File: config.mk
export PLATFORM = sky130hd
export DESIGN_NAME = hazard_ctrl_flat
export DESIGN_NICKNAME = d
export VERILOG_FILES = /design/src/rtl/hazard_ctrl_if.sv /design/src/rtl/hazard_ctrl.sv /design/src/flat_wrapper.sv
export SDC_FILE = /design/constraint.sdc
export NUM_CORES = 1
export LEC_CHECK = 0
export ABC_AREA = 1
export CAP_MARGIN = 10
export CELL_PAD_IN_SITES_DETAIL_PLACEMENT = 0
export CELL_PAD_IN_SITES_GLOBAL_PLACEMENT = 1
export CORE_MARGIN = 10
export CORE_UTILIZATION = 26
export DETAILED_ROUTE_END_ITERATION = 10
export HOLD_SLACK_MARGIN = 0.15
export PLACE_DENSITY_LB_ADDON = 0.1
export REMOVE_ABC_BUFFERS = 1
export SLEW_MARGIN = 5
export SYNTH_ARGS = -nofsm -noshare
export SYNTH_HDL_FRONTEND = slang
export SYNTH_SLANG_ARGS = --single-unit
File: constraint.sdc
create_clock -name clk -period 1.2 [get_ports clk]
set_input_delay 0.24 -clock clk [delete_from_list [all_inputs] [get_ports clk]]
set_output_delay 0.24 -clock clk [all_outputs]
set_load 0.1 [all_outputs]
File: src/rtl/hazard_ctrl_if.sv
// -----------------------------------------------------------------------------
// hazard_ctrl_if
//   Bundle of the signals exchanged between the pipeline and the hazard/stall
//   controller.
//   master : pipeline side. Drives the ID decode info, the EX multi-cycle
//            handshake, the MEM wait and the flush request. Receives the
//            control outputs.
//   slave  : hazard_ctrl side.
//   Signals:
//     id_valid, id_is_load, id_write_reg_en, id_write_reg_addr[4:0]
//                             ID instruction and its destination
//     reg_read_en_1/2, reg_addr_1/2[4:0]
//                             ID source ports
//     ex_mc_req, ex_mc_done   EX multi-cycle request (level) and completion (pulse)
//     mem_wait, flush_req     MEM bus wait and exception/eret flush request
//     stall[5:0]              stage stall vector (0=PC,1=IF,2=ID,3=EX,4=MEM,5=WB)
//     bubble_ex, flush        ID/EX NOP insert, whole-pipeline clear
//     mc_cancel, mc_timeout   multi-cycle abort pulse, sticky watchdog error
// -----------------------------------------------------------------------------
interface hazard_ctrl_if;
   logic       id_valid;
   logic       id_is_load;
   logic       id_write_reg_en;
   logic [4:0] id_write_reg_addr;
   logic       reg_read_en_1;
   logic       reg_read_en_2;
   logic [4:0] reg_addr_1;
   logic [4:0] reg_addr_2;
   logic       ex_mc_req;
   logic       ex_mc_done;
   logic       mem_wait;
   logic       flush_req;
   logic [5:0] stall;
   logic       bubble_ex;
   logic       flush;
   logic       mc_cancel;
   logic       mc_timeout;

   modport master (
      output id_valid, id_is_load, id_write_reg_en, id_write_reg_addr,
             reg_read_en_1, reg_read_en_2, reg_addr_1, reg_addr_2,
             ex_mc_req, ex_mc_done, mem_wait, flush_req,
      input  stall, bubble_ex, flush, mc_cancel, mc_timeout
   );

   modport slave (
      input  id_valid, id_is_load, id_write_reg_en, id_write_reg_addr,
             reg_read_en_1, reg_read_en_2, reg_addr_1, reg_addr_2,
             ex_mc_req, ex_mc_done, mem_wait, flush_req,
      output stall, bubble_ex, flush, mc_cancel, mc_timeout
   );
endinterface

File: src/rtl/hazard_ctrl.sv
// -----------------------------------------------------------------------------
// hazard_ctrl
//   Hazard and stall controller for the five-stage MIPS pipeline. Tracks the
//   destination of a load sitting in EX (one-entry scoreboard), detects
//   load-use hazards in ID, sequences multi-cycle EX operations (DIV/DIVU)
//   with a watchdog, and merges these with MEM waits and flush requests into
//   the stall vector, the ID/EX bubble and the flush.
//   Parameters:
//     MC_MAX_CYCLES  watchdog limit for one multi-cycle operation
//     CNT_W          watchdog counter width, 2**CNT_W > MC_MAX_CYCLES
//   Ports:
//     clk            rising-edge clock
//     rst            synchronous active-high reset
//     hz             hazard_ctrl_if.slave (see the interface file)
// -----------------------------------------------------------------------------
module hazard_ctrl #(
   parameter int MC_MAX_CYCLES = 40,
   parameter int CNT_W         = 6
) (
   input  logic           clk,
   input  logic           rst,
   hazard_ctrl_if.slave   hz
);

   typedef enum logic {
      IDLE    = 1'b0,
      MC_BUSY = 1'b1
   } state_t;

   localparam logic [CNT_W-1:0] CNT_LAST = CNT_W'(MC_MAX_CYCLES - 1);

   state_t           state_q, state_d;
   logic [CNT_W-1:0] cnt_q, cnt_d;
   logic             ld_ex_valid_q, ld_ex_valid_d;
   logic [4:0]       ld_ex_addr_q, ld_ex_addr_d;
   logic             mc_timeout_q, mc_timeout_d;

   logic       mc_busy;
   logic       mc_stall;
   logic       lu_haz;
   logic       wd_hit;
   logic       flush_cancel;
   logic [5:0] stall_c;
   logic       bubble_c;
   logic       flush_c;
   logic       cancel_c;

   // ------------------------------------------------------------------
   // Hazard detection
   // ------------------------------------------------------------------
   assign mc_busy  = (state_q == MC_BUSY);
   // The request cycle itself already stalls, before the FSM has moved.
   assign mc_stall = mc_busy | hz.ex_mc_req;

   // A tracked load to $0 never produces a hazard.
   assign lu_haz = ld_ex_valid_q && (ld_ex_addr_q != 5'd0) &&
                   ((hz.reg_read_en_1 && (hz.reg_addr_1 == ld_ex_addr_q)) ||
                    (hz.reg_read_en_2 && (hz.reg_addr_2 == ld_ex_addr_q)));

   // Watchdog: the counter holds the number of cycles elapsed since the
   // request cycle, so it reads MC_MAX_CYCLES-1 in the last allowed cycle.
   assign wd_hit = mc_busy && !hz.ex_mc_done && (cnt_q == CNT_LAST);

   // A flush aborts an operation in flight or just being requested, unless
   // the operation completes in the same cycle.
   assign flush_cancel = hz.flush_req &&
                         (mc_busy ? !hz.ex_mc_done : hz.ex_mc_req);

   // ------------------------------------------------------------------
   // Combinational outputs, fixed priority
   // ------------------------------------------------------------------
   always_comb begin
      stall_c  = 6'b000000;
      bubble_c = 1'b0;
      flush_c  = 1'b0;
      cancel_c = 1'b0;
      if (!rst) begin
         cancel_c = flush_cancel | (wd_hit & ~hz.flush_req);
         if (hz.flush_req) begin
            flush_c = 1'b1;
         end else if (hz.mem_wait) begin
            stall_c = 6'b011111;
         end else if (mc_stall) begin
            stall_c = 6'b001111;
         end else if (lu_haz) begin
            stall_c  = 6'b000111;
            bubble_c = 1'b1;
         end
      end
   end

   assign hz.stall      = stall_c;
   assign hz.bubble_ex  = bubble_c;
   assign hz.flush      = flush_c;
   assign hz.mc_cancel  = cancel_c;
   assign hz.mc_timeout = mc_timeout_q;

   // ------------------------------------------------------------------
   // Next state
   // ------------------------------------------------------------------
   always_comb begin
      state_d       = state_q;
      cnt_d         = cnt_q;
      mc_timeout_d  = mc_timeout_q;
      ld_ex_valid_d = ld_ex_valid_q;
      ld_ex_addr_d  = ld_ex_addr_q;

      // Multi-cycle FSM and watchdog counter
      if (hz.flush_req) begin
         state_d = IDLE;
         cnt_d   = '0;
      end else begin
         case (state_q)
            IDLE: begin
               if (hz.ex_mc_req) begin
                  state_d = MC_BUSY;
                  cnt_d   = CNT_W'(1);
               end else begin
                  cnt_d = '0;
               end
            end
            MC_BUSY: begin
               if (hz.ex_mc_done) begin
                  state_d = IDLE;
                  cnt_d   = '0;
               end else if (cnt_q == CNT_LAST) begin
                  state_d      = IDLE;
                  cnt_d        = '0;
                  mc_timeout_d = 1'b1;
               end else begin
                  cnt_d = cnt_q + CNT_W'(1);
               end
            end
            default: begin
               state_d = IDLE;
               cnt_d   = '0;
            end
         endcase
      end

      // Load scoreboard follows the ID/EX register: hold while EX is
      // stalled so a masked hazard is re-evaluated once the stall clears.
      if (hz.flush_req) begin
         ld_ex_valid_d = 1'b0;
      end else if (stall_c[3]) begin
         ld_ex_valid_d = ld_ex_valid_q;
      end else if (bubble_c) begin
         ld_ex_valid_d = 1'b0;
      end else if (!stall_c[2]) begin
         ld_ex_valid_d = hz.id_valid & hz.id_is_load & hz.id_write_reg_en;
         ld_ex_addr_d  = hz.id_write_reg_addr;
      end
   end

   always_ff @(posedge clk) begin
      if (rst) begin
         state_q       <= IDLE;
         cnt_q         <= '0;
         ld_ex_valid_q <= 1'b0;
         ld_ex_addr_q  <= 5'd0;
         mc_timeout_q  <= 1'b0;
      end else begin
         state_q       <= state_d;
         cnt_q         <= cnt_d;
         ld_ex_valid_q <= ld_ex_valid_d;
         ld_ex_addr_q  <= ld_ex_addr_d;
         mc_timeout_q  <= mc_timeout_d;
      end
   end

endmodule

File: src/flat_wrapper.sv
// flat-port wrapper written by rule: the top's interface ports become plain ports
module hazard_ctrl_flat 
#(
   parameter int MC_MAX_CYCLES = 40,
   parameter int CNT_W         = 6
)
  (clk, rst, hz_id_valid, hz_id_is_load, hz_id_write_reg_en, hz_id_write_reg_addr, hz_reg_read_en_1, hz_reg_read_en_2, hz_reg_addr_1, hz_reg_addr_2, hz_ex_mc_req, hz_ex_mc_done, hz_mem_wait, hz_flush_req, hz_stall, hz_bubble_ex, hz_flush, hz_mc_cancel, hz_mc_timeout);
  hazard_ctrl_if hz_i ();
  input  logic clk;
  input  logic rst;
  input wire logic [$bits(hz_i.id_valid)-1:0] hz_id_valid;
  input wire logic [$bits(hz_i.id_is_load)-1:0] hz_id_is_load;
  input wire logic [$bits(hz_i.id_write_reg_en)-1:0] hz_id_write_reg_en;
  input wire logic [$bits(hz_i.id_write_reg_addr)-1:0] hz_id_write_reg_addr;
  input wire logic [$bits(hz_i.reg_read_en_1)-1:0] hz_reg_read_en_1;
  input wire logic [$bits(hz_i.reg_read_en_2)-1:0] hz_reg_read_en_2;
  input wire logic [$bits(hz_i.reg_addr_1)-1:0] hz_reg_addr_1;
  input wire logic [$bits(hz_i.reg_addr_2)-1:0] hz_reg_addr_2;
  input wire logic [$bits(hz_i.ex_mc_req)-1:0] hz_ex_mc_req;
  input wire logic [$bits(hz_i.ex_mc_done)-1:0] hz_ex_mc_done;
  input wire logic [$bits(hz_i.mem_wait)-1:0] hz_mem_wait;
  input wire logic [$bits(hz_i.flush_req)-1:0] hz_flush_req;
  output wire logic [$bits(hz_i.stall)-1:0] hz_stall;
  output wire logic [$bits(hz_i.bubble_ex)-1:0] hz_bubble_ex;
  output wire logic [$bits(hz_i.flush)-1:0] hz_flush;
  output wire logic [$bits(hz_i.mc_cancel)-1:0] hz_mc_cancel;
  output wire logic [$bits(hz_i.mc_timeout)-1:0] hz_mc_timeout;
  assign hz_i.id_valid = hz_id_valid;
  assign hz_i.id_is_load = hz_id_is_load;
  assign hz_i.id_write_reg_en = hz_id_write_reg_en;
  assign hz_i.id_write_reg_addr = hz_id_write_reg_addr;
  assign hz_i.reg_read_en_1 = hz_reg_read_en_1;
  assign hz_i.reg_read_en_2 = hz_reg_read_en_2;
  assign hz_i.reg_addr_1 = hz_reg_addr_1;
  assign hz_i.reg_addr_2 = hz_reg_addr_2;
  assign hz_i.ex_mc_req = hz_ex_mc_req;
  assign hz_i.ex_mc_done = hz_ex_mc_done;
  assign hz_i.mem_wait = hz_mem_wait;
  assign hz_i.flush_req = hz_flush_req;
  assign hz_stall = hz_i.stall;
  assign hz_bubble_ex = hz_i.bubble_ex;
  assign hz_flush = hz_i.flush;
  assign hz_mc_cancel = hz_i.mc_cancel;
  assign hz_mc_timeout = hz_i.mc_timeout;
  hazard_ctrl #(.MC_MAX_CYCLES(MC_MAX_CYCLES), .CNT_W(CNT_W)) u_core (.clk(clk), .rst(rst), .hz(hz_i));
endmodule
==> metrics <==
outcome finished with violations; violations in the final reports setup timing; Hold Fails Final Rpt 0; CP Max Fanout 2; CP Launch Type register; standby leakage power 0.9818 nW; max frequency 0.5747 GHz; total iterations of the first detailed-routing run 4; cell types occupying the most area after synthesis sky130_fd_sc_hd__dfxtp_1, sky130_fd_sc_hd__nand2_1, sky130_fd_sc_hd__inv_1; Port Buffer Count 34; area fraction of the dominant cell type after synthesis 0.2932; gate count of the mapped netlist 155; first-pass GRT wire length 5092 um; Via Count 1144; core footprint 3442 um2; worst path setup slack after routing -540.0 ps; number of placement rows 21; Layout Nets 257; final global-route overflow total 0; most frequent cells in the layout sky130_fd_sc_hd__nand2_1, sky130_fd_sc_hd__buf_4, sky130_fd_sc_hd__inv_1, sky130_fd_sc_hd__buf_6, sky130_fd_sc_hd__nor2_2; share of synthesized area occupied by flip-flops and latches 0.2932; clock input transition at the sequential cells of the worst setup and hold paths 60 ps; TritonCTS buffer count 3; minimum period implied by the final worst setup slack 1740 ps; final total negative setup slack -4655 ps; total power density per cell area 776.1 nW/um2; maximum number of buffers from clock root to sink 2; number of global-route vias before repair 1177; setup slack of the most critical reg-to-reg path -340 ps; mean number of vias per cell 4.160; Clk Latency, worst-skew pair 240 ps; count of H-tree levels built during CTS 1; main combinational cell family by area after synthesis simple AND/OR/NAND/NOR gates; parity-gate share of the synthesized area counting xor and xnor cells 0.009162; Die Wd 80.64 um; CTS root buffer sky130_fd_sc_hd__clkbuf_8; DRC violation total after the first TritonRoute iteration 31; class of the most critical hold timing path input pin to register; Max rail drop VDD 0.3600 mV; DRC viols 0; share of cell area taken by muxes after synthesis 0; synth-to-layout area growth 107.1%; type of the worst setup path register to output pin; area leader, netlist sky130_fd_sc_hd__dfxtp_1; # IOs 36; critical path required time 960 ps; full die area 6502 um2; post-synthesis register bit count 14; synthesized-area fraction occupied by ao, oa, aoi and oai cells 0.03010; total count of max-transition violations in the final report 0; initial antenna violation count 0; count of antenna-violating nets left after detailed routing 0; final routed wirelength across all metal layers 3121 um; maximum number of pins on one net before global-route repair 9; most common cell after layout, fill and taps aside sky130_fd_sc_hd__nand2_1; dpl ws -687.6 ps; Cell Area, Synth 955.9 um2; Die Span Y 80.64 um; layout cells sized above 1 0.5109; effective utilization at floorplan 0.2777; number of setup violations in the final report 19; clock sink total 14; wire length per cell 11.35 um; setup repair after global routing missed its margin true; endpoint arrival time on the critical path 1500 ps; number of synthesis warnings 0; count of maximum capacitance violations 0; Unique masters post-synth 22; share of synthesized cell area in and, or, nand and nor gates 0.4935; TritonCTS clock tree built; clk_skew 3.359 ps; HPWL after detailed placement 2269 um; final worst path period share 1.450; antenna diode count 0; Synth Area in Adders 0.01309; element type at the critical path end output pin; RePlAce Congestion 0.7393; post-synthesis area per instance 6.167 um2; Total Routing Usage GR 0.09713
[registers in the layout (all words and copies together), names as in the netlist]
name / count
u_core.ld_ex_addr_q: 5
u_core.hz.mc_timeout: 1
u_core.cnt_q: 6
u_core.ld_ex_valid_q: 1
u_core.mc_busy: 1
[area by class of cell]
class	instances	area, um2
clock buffers	4	55.05
well taps	46	57.56
multi-input cells	104	658.1
repair buffers	73	780.7
fillers	329	1463
flip-flops and latches	14	292.8
inverters	34	135.1
[worst max-delay path, stage by stage (launching register included)]
cell and delay [ps]:
sky130_fd_sc_hd__dfxtp_1 300, sky130_fd_sc_hd__inv_1 60, sky130_fd_sc_hd__nand2_1 60, sky130_fd_sc_hd__nor2_2 130, sky130_fd_sc_hd__nand4_1 150, sky130_fd_sc_hd__a221oi_2 240, sky130_fd_sc_hd__buf_4 150, sky130_fd_sc_hd__buf_12 160
[cells by family after synthesis]
| kind of cell | Yosys count |
|---|---|
| xor+xnor | 1 |
| buf+inv | 37 |
| other cells | 1 |
| compound gates | 5 |
| simple gates | 96 |
| flops | 14 |
| fa+ha+maj | 1 |
[synth_stat cells]
cell                       number
sky130_fd_sc_hd__a21oi_1        1
sky130_fd_sc_hd__a221oi_1       1
sky130_fd_sc_hd__and3_1         1
sky130_fd_sc_hd__buf_4          3
sky130_fd_sc_hd__conb_1         1
sky130_fd_sc_hd__dfxtp_1       14
sky130_fd_sc_hd__ha_1           1
sky130_fd_sc_hd__inv_1         27
sky130_fd_sc_hd__inv_2          7
sky130_fd_sc_hd__nand2_1       41
sky130_fd_sc_hd__nand2_2        8
sky130_fd_sc_hd__nand2_4        1
sky130_fd_sc_hd__nand3_1        5
sky130_fd_sc_hd__nand3_2        2
sky130_fd_sc_hd__nand3_4        1
sky130_fd_sc_hd__nand4_1        8
sky130_fd_sc_hd__nor2_1        18
sky130_fd_sc_hd__nor2_2         8
sky130_fd_sc_hd__nor3_1         1
sky130_fd_sc_hd__nor3b_1        2
sky130_fd_sc_hd__o21ai_0        3
sky130_fd_sc_hd__xnor2_1        1
[metrics by stage]
stage / util / std cells / power (mW) / area (um2) / hold slack, ps
final: 0.5751 / 275 / 1.536 / 1979 / 401.0
after global routing: 0.5751 / 275 / 1.614 / 1979 / 415.4
after CTS: 0.5471 / 271 / 1.519 / 1883 / 460.2
after detailed placement: 0.4558 / 250 / 0.9769 / 1569 / 476.1
after global placement: 0.4558 / 250 / 0.9734 / 1569 / 486.9
after floorplan: - / 152 / 0.7578 / 933.4 / 397.7
[routing by layer]
layer  vias to the layer above  track usage  part of all wire
met3                         2      0.06125              0.12
li1                        616            -                 -
met5                         -            0                 0
met2                        32       0.1449              0.44
met1                       494       0.1123              0.43
met4                         0      0.02641            0.0054
[power by group]
part / internal (mW) / total, mW / switching [mW]
logic: 0.266 / 0.563 / 0.297
clock network: 0.290 / 0.471 / 0.180
registers: 0.484 / 0.503 / 0.0186
[what timing repair did]
item / in CTS / in global routing
setup endpoints to repair: 18 / 20
hold buffers: 0 / 0
resized for setup: 73 / 24
cloned: 0 / 0
pin swaps: 23 / 17
setup buffers: 25 / 4
[final timing paths]
check	startpoint	end	depth (start not counted)
worst min-delay path	rst	u_core.hz.mc_timeout	5
worst max register to register	u_core.ld_ex_addr_q[0]	u_core.ld_ex_addr_q[0]	12
worst min register to register	u_core.ld_ex_valid_q	u_core.ld_ex_valid_q	2
worst max-delay path	u_core.cnt_q[3]	hz_mc_cancel	7
Note: power is estimated with default switching activity, not from simulation.
